**config.mk**
```make
export PLATFORM = sky130hd
export DESIGN_NAME = operand_sequencer
export DESIGN_NICKNAME = d
export VERILOG_FILES = /design/src/rtl/operand_sequencer.sv
export SDC_FILE = /design/constraint.sdc
export NUM_CORES = 1
export LEC_CHECK = 0
export ABC_AREA = 0
export ABC_CLOCK_PERIOD_IN_PS = 2500
export CAP_MARGIN = 40
export CORE_ASPECT_RATIO = 1.1
export CORE_MARGIN = 2
export CORE_UTILIZATION = 46
export DETAILED_ROUTE_END_ITERATION = 10
export GPL_TIMING_DRIVEN = 1
export PLACE_DENSITY = 0.89
export SLEW_MARGIN = 0
export SYNTH_ARGS = -nofsm -noshare
export SYNTH_HDL_FRONTEND = slang
export SYNTH_SLANG_ARGS = --single-unit
```
**constraint.sdc**
```tcl
create_clock -name clock -period 2.5 [get_ports clock]
set_input_delay 0.25 -clock clock [delete_from_list [all_inputs] [get_ports clock]]
set_output_delay 0.25 -clock clock [all_outputs]
set_load 0.05 [all_outputs]
```
**src/rtl/operand_sequencer.sv**
```systemverilog
// Operand-entry sequencer: captures NUM_OPS operands from a switch bus on load
// rising edges into a flat bank, with one-shot/wrap modes and a registered sum.
module operand_sequencer #(
    parameter int unsigned WIDTH   = 8,
    parameter int unsigned NUM_OPS = 2,
    localparam int unsigned IDX_W  = (NUM_OPS > 1) ? $clog2(NUM_OPS) : 1,
    localparam int unsigned SUM_W  = WIDTH + IDX_W
) (
    input  logic                       clock,
    input  logic                       reset,
    input  logic                       load,
    input  logic                       clear,
    input  logic                       mode,
    input  logic [WIDTH-1:0]           data_in,
    output logic [NUM_OPS*WIDTH-1:0]   operands,
    output logic [IDX_W-1:0]           index,
    output logic                       ack,
    output logic                       done,
    output logic [SUM_W-1:0]           sum
);

    typedef enum logic {FILL, FULL} state_t;

    state_t                     state, state_next;
    logic                       load_q;
    logic                       load_rise;
    logic [NUM_OPS*WIDTH-1:0]   operands_next;
    logic [IDX_W-1:0]           index_next;
    logic                       ack_next;
    logic                       done_next;
    logic [SUM_W-1:0]           sum_total;
    logic [SUM_W-1:0]           sum_next;

    assign load_rise = load & ~load_q;

    // Zero-extended sum of the current bank; registered one stage later.
    always_comb begin
        sum_total = '0;
        for (int k = 0; k < int'(NUM_OPS); k++) begin
            sum_total = sum_total + SUM_W'(operands[k*WIDTH +: WIDTH]);
        end
    end

    always_comb begin
        state_next    = state;
        operands_next = operands;
        index_next    = index;
        ack_next      = 1'b0;
        done_next     = done;
        sum_next      = sum_total;

        if (clear) begin
            operands_next = '0;
            index_next    = '0;
            done_next     = 1'b0;
            state_next    = FILL;
            sum_next      = '0;
        end else if (load_rise) begin
            case (state)
                FILL: begin
                    operands_next[32'(index)*WIDTH +: WIDTH] = data_in;
                    ack_next = 1'b1;
                    if (index == IDX_W'(NUM_OPS - 1)) begin
                        index_next = '0;
                        state_next = FULL;
                        done_next  = 1'b1;
                    end else begin
                        index_next = index + IDX_W'(1);
                    end
                end
                FULL: begin
                    // One-shot mode ignores further edges; wrap mode restarts at slot 0.
                    if (mode) begin
                        operands_next[WIDTH-1:0] = data_in;
                        ack_next = 1'b1;
                        if (NUM_OPS > 1) begin
                            index_next = IDX_W'(1);
                            done_next  = 1'b0;
                            state_next = FILL;
                        end else begin
                            index_next = '0;
                            done_next  = 1'b1;
                        end
                    end
                end
                default: state_next = FILL;
            endcase
        end
    end

    always_ff @(posedge clock or negedge reset) begin
        if (!reset) begin
            state    <= FILL;
            load_q   <= 1'b0;
            operands <= '0;
            index    <= '0;
            ack      <= 1'b0;
            done     <= 1'b0;
            sum      <= '0;
        end else begin
            state    <= state_next;
            load_q   <= load;
            operands <= operands_next;
            index    <= index_next;
            ack      <= ack_next;
            done     <= done_next;
            sum      <= sum_next;
        end
    end

endmodule

```
* Word-level counts from Yosys, hierarchy flattened
Index checks and enable logic that the tools add are counted.
** Word-level totals
- Bits in registers :: 30
- Input bits :: 13
- Output and inout port bits :: 28
- Logic and storage cells :: 49
** Operators by class
- Add/subtract/negate cells :: 3
- Equality and inequality tests :: 3
- Shift-type cells :: 2
- Mux-type cells :: 26
- Bitwise operators :: 3
- Reductions and logical operators :: 4
** Operators with widths (number)
- 4-bit negator with 34-bit output :: 1
- 8-bit by 34-bit variable shift with 16-bit output (first input constant) :: 1
- 8-bit by 34-bit indexed part select with 16-bit output :: 1
- 16-bit 2-to-1 mux :: 2
- 16-bit bitwise mux :: 1
- 8-bit 2-to-1 mux :: 2
- 8-bit case mux with 2 select lines :: 1
- 1-bit 2-to-1 mux :: 15
- 8-bit by 8-bit adder with 9-bit output :: 1
- 9-bit 2-to-1 mux :: 1
- 1-bit case mux with 2 select lines :: 4
- 3-bit != test (second input constant) :: 2
- 2-bit AND reduction :: 2
- 3-bit AND reduction :: 1
- 2-bit != test (second input constant) :: 1
- 1-bit NOT :: 2
- 2-bit nonzero test :: 1
- 1-bit adder (second input constant) :: 1
- 1-bit bitwise AND :: 1

* Depth between registers and ports, before layout
Gate-level depths: netlist (run 1).
- Depth in word-level cells :: 6
- Gate-level depth with buffers :: 6
- Depth with buffers taken out :: 6

* Worst setup path before layout (run 1)
Ideal clock, no wire load.
- Kind :: register to register
- Start :: reg operands[0]
- End :: reg sum[8]
- Library setup time :: 0.120 ns
- Arrival time :: 2.003 ns
- Required time :: 2.380 ns
- Path slack :: 0.376 ns
- Stages on the path, launching flop included :: 7
- Buffers on the path :: 0
- Clock period less this slack :: 2.124 ns
- Cells stage by stage :: dfrtp_1 -> ha_1 -> fa_1 -> a21o_1 -> a221oi_1 -> o21ai_0 -> o211a_1
** Between the ends
- Longest elaborated chain between the ends :: 2
** RTL lines
- start, declared :: line 15 : output logic [NUM_OPS*WIDTH-1:0] operands,
- start signal, assigned :: line 103 : operands <= operands_next;
- 8-bit by 8-bit adder with 9-bit output :: line 40 : sum_total = sum_total + SUM_W'(operands[k*WIDTH +: WIDTH]);
- 9-bit 2-to-1 mux :: line 52 : if (clear) begin
- net sum_next[8] :: line 32 : logic [SUM_W-1:0] sum_next;
- end signal, assigned :: line 107 : sum <= sum_next;
- end, declared :: line 19 : output logic [SUM_W-1:0] sum
The timed path passes the listed nets, and every way through them passes these cells.
A chain may end at the register's enable or synchronous reset.

* Worst setup path in the final report (run 1)
Same ends and word-level chain as after synthesis.

==> impl_metrics.json, run 1 <==
{
  "stdcell_count": 216,
  "wl_per_cell_microns": 15.4,
  "ys.flop_type": "dfrtp_1",
  "cp-start-kind": "flop",
  "port_buffers": 40,
  "synth_edf_count": 0,
  "critical_path_class": "reg2reg",
  "die_w_microns": 56.7,
  "design_power_total_mw": 1.02,
  "avgViaCountPerCell": 5.68,
  "avgSynthCellArea_sq_um": 10.4,
  "r2r_start": "operands[0]$_DFFE_PN0P_",
  "antenna_found_initial": 0,
  "final_nets": 203,
  "grt_pass1_wl_microns": 5180,
  "gp_congestion": 0.817,
  "ys_seq_area_frac": 0.534,
  "clock_path_buffers": 2,
  "htreeDepth": 2,
  "worstPathCellList": "ha_1 -> fa_1 -> a21o_1 -> a221oi_1 -> o21ai_0 -> o211a_1",
  "period_minus_slack_ns": 2.17,
  "relSlewSlack": 0.600,
  "power_leakage_nw": 0.905,
  "syn_inst": 135,
  "rsz0062_at_grt": "no",
  "status": "finished, final reports clean",
  "area_growth_pct": 35.9,
  "hold_viol": 0,
  "cts_resized": 0,
  "grt.overflow.total": 0,
  "vias": 1226,
  "post-cts-setup-buffer-count": 0,
  "fillCellCount": 228,
  "std_cell_rows": 21,
  "grt.total_usage": 0.199,
  "min_period_over_period": 0.867,
  "dp_hpwl_microns": 2510,
  "initial_core_util": 0.474,
  "coreArea_sq_mm": 0.00297,
  "r2r_end": "sum[8]$_DFF_PN0_",
  "ys_ff_latch": 30,
  "grt_start_max_net_pins": 31,
  "placed_cells": 208,
  "r2r_slack_ns": 0.33,
  "ios": 41,
  "die_area_sq_mm": 0.00352,
  "path_clk_slew_ns": 0.09,
  "antenna_left": 0,
  "report.final.setup_viol": 0,
  "arrival_ns": 2.38,
  "min_path_type": "in2async",
  "root_buffer": "clkbuf_4",
  "cpLargestDelayFamily": "compound AO/OA/AOI/OAI gates",
  "tns_ns": 0,
  "clock_skew_ns": 0.00632,
  "async_flop_share": 1.00,
  "first_pass_iters": 4,
  "ctsHoldBuffers": 0,
  "drcViolationCount": 0,
  "yosys-top-cells-area": "dfrtp_1 53%, ha_1 7.1%, nand2_1 5.9%, a22o_1 5.0%, a21oi_1 4.6%",
  "cap_viol_max_count": 0,
  "seq_area_sq_um": 751,
  "powerDensity_mw_per_mm2": 536,
  "multi_input_area_sq_um": 632,
  "drive_gt1_frac": 0.0549,
  "end_kind": "flop",
  "synth_nets": 157,
  "clk_latency_ns": 0.32,
  "numCtsBuffers": 5,
  "num_antenna_cells": 0,
  "synth_cell_types": 32,
  "tightest_slew_ns": 0.600,
  "rr_worst_depth": 6,
  "fin_area_sq_mm": 0.00191,
  "drv_slew": 0,
  "timing.fmax_ghz": 0.461,
  "syn_area_sq_mm": 0.00141,
  "path_buf_inv": 0,
  "drt_wl_total_microns": 3330,
  "critPathMaxFanout": 3,
  "fp.dieH_microns": 62.0,
  "post-route-util": 0.644,
  "grt_pass1_vias": 1198,
  "critPathMaxStageDelay_ns": 0.45,
  "yosysWarnings": 0,
  "required_ns": 2.72,
  "post_dp_cell_area_sq_mm": 0.00185,
  "netlist.area_leader.share": 0.534,
  "slowest_stage": "a221oi_1",
  "cts_tree": "built",
  "synth_top_cell_by_area": "dfrtp_1",
  "dr.first_iter.drc_count": 57,
  "ir_worst_vdd_mv": 0.389,
  "cts.sinks": 30
}
==> synthesized netlist by cell type, types with 3 or more instances <==
| master | count |
|---|---|
| a21o_1 | 3 |
| a21oi_1 | 13 |
| a22o_1 | 8 |
| dfrtp_1 | 30 |
| ha_1 | 8 |
| inv_1 | 3 |
| nand2_1 | 22 |
| nand2b_1 | 3 |
| nor2_1 | 11 |
| nor2b_1 | 3 |
| nor3_1 | 4 |
| o21ai_0 | 3 |
==> final cells by class <==
| cell class | count | share of cell area |
|---|---|---|
| multi-input cells | 99 | 0.330 |
| clock buffers | 7 | 0.0288 |
| clock inverters | 1 | 0.00262 |
| inverters | 3 | 0.00589 |
| well taps | 34 | 0.0223 |
| repair buffers | 42 | 0.217 |
| flip-flops and latches | 30 | 0.393 |
==> flip-flops by register name, indices dropped and copies added, names as in the netlist <==
name and cells:
sum 9, index 1, done 1, state 1, ack 1, operands 16, load_q 1
==> how the worst max path moves through the flow <==
stage / from / end / slack [ns] / depth (start not counted)
floorplan: operands[0]$_DFFE_PN0P_ / sum[8]$_DFF_PN0_ / 0.38 / 6
global placement: operands[0]$_DFFE_PN0P_ / sum[8]$_DFF_PN0_ / 0.50 / 6
detailed placement: clear / operands[0]$_DFFE_PN0P_ / 0.43 / 4
CTS: operands[0]$_DFFE_PN0P_ / sum[8]$_DFF_PN0_ / 0.41 / 6
global route: operands[0]$_DFFE_PN0P_ / sum[8]$_DFF_PN0_ / 0.31 / 6
finish: operands[0]$_DFFE_PN0P_ / sum[8]$_DFF_PN0_ / 0.33 / 6
==> layer usage <==
layer | share of wire | routed length (microns) | global-route usage
met4 | 0.017 | 57 | 0.105
met3 | 0.059 | 197 | 0.0683
met2 | 0.53 | 1750 | 0.347
met5 | 0 | 0 | 0
met1 | 0.40 | 1320 | 0.220
==> layout by cell type, fill, tap and decap left out, types with 4 or more instances in the layout <==
cell	Yosys	layout
a22o_1	8	8
nand2_1	22	22
nor3_1	4	4
clkdlybuf4s50_1	0	40
nor2_1	11	11
ha_1	8	8
dfrtp_1	30	30
clkbuf_4	0	5
a21oi_1	13	13
==> logic make-up (layout without fill, tap and decap cells) <==
logic type,count (synthesis),count (layout),share of synthesized area
buffers and inverters,6,53,0.0169
adder cells (fa/ha/maj),9,9,0.0854
flip-flops,30,30,0.534
AND/OR/NAND/NOR,51,51,0.169
AO/OA/AOI/OAI,36,36,0.176
XOR/XNOR,3,3,0.0187
==> worst register-to-register path: cells and delay by family, from the launching register on <==
family          cells  cell delay, ns
compound gates      4            0.97
fa+ha+maj           2            0.66
flops               1            0.43
==> power breakdown <==
part | internal (mW) | switching, mW | leakage, nW | total [mW]
combinational | 0.0761 | 0.130 | 0.460 | 0.206
sequential | 0.505 | 0.0155 | 0.410 | 0.520
clock | 0.136 | 0.162 | 0.0353 | 0.298
total | 0.717 | 0.308 | 0.905 | 1.02
==> stage by stage <==
step | hold slack, ns | setup WS [ns]
6_report | 0.296 | 0.333
2_1_floorplan | -0.0456 | 0.376
3_5_place_dp | 0.538 | 0.430
3_3_place_gp | 0.539 | 0.499
4_1_cts | 0.304 | 0.406
5_1_grt | 0.331 | 0.308
Note: power is estimated with default switching activity, not from simulation.
==> run 2: changes to the inputs <==
--- a/config.mk
+++ b/config.mk
@@ -14,6 +14,7 @@
 export DETAILED_ROUTE_END_ITERATION = 10
 export GPL_TIMING_DRIVEN = 1
 export PLACE_DENSITY = 0.89
+export SETUP_SLACK_MARGIN = 0.15
 export SLEW_MARGIN = 0
 export SYNTH_ARGS = -nofsm -noshare
 export SYNTH_HDL_FRONTEND = slang
==> results of run 2 <==
No change in the layout: final DEF, timing and power equal those of run 1.
==> run 3: changes to the inputs <==
--- a/config.mk
+++ b/config.mk
@@ -7,7 +7,6 @@
 export LEC_CHECK = 0
 export ABC_AREA = 0
 export ABC_CLOCK_PERIOD_IN_PS = 2500
-export CAP_MARGIN = 40
 export CORE_ASPECT_RATIO = 1.1
 export CORE_MARGIN = 2
 export CORE_UTILIZATION = 46
@@ -15,7 +14,8 @@
 export GPL_TIMING_DRIVEN = 1
 export PLACE_DENSITY = 0.89
 export SETUP_SLACK_MARGIN = 0.15
-export SLEW_MARGIN = 0
+export SKIP_LAST_GASP = 1
+export SLEW_MARGIN = 20
 export SYNTH_ARGS = -nofsm -noshare
 export SYNTH_HDL_FRONTEND = slang
 export SYNTH_SLANG_ARGS = --single-unit
==> results of run 3 <==
No change in the layout: final DEF, timing and power equal those of run 1.
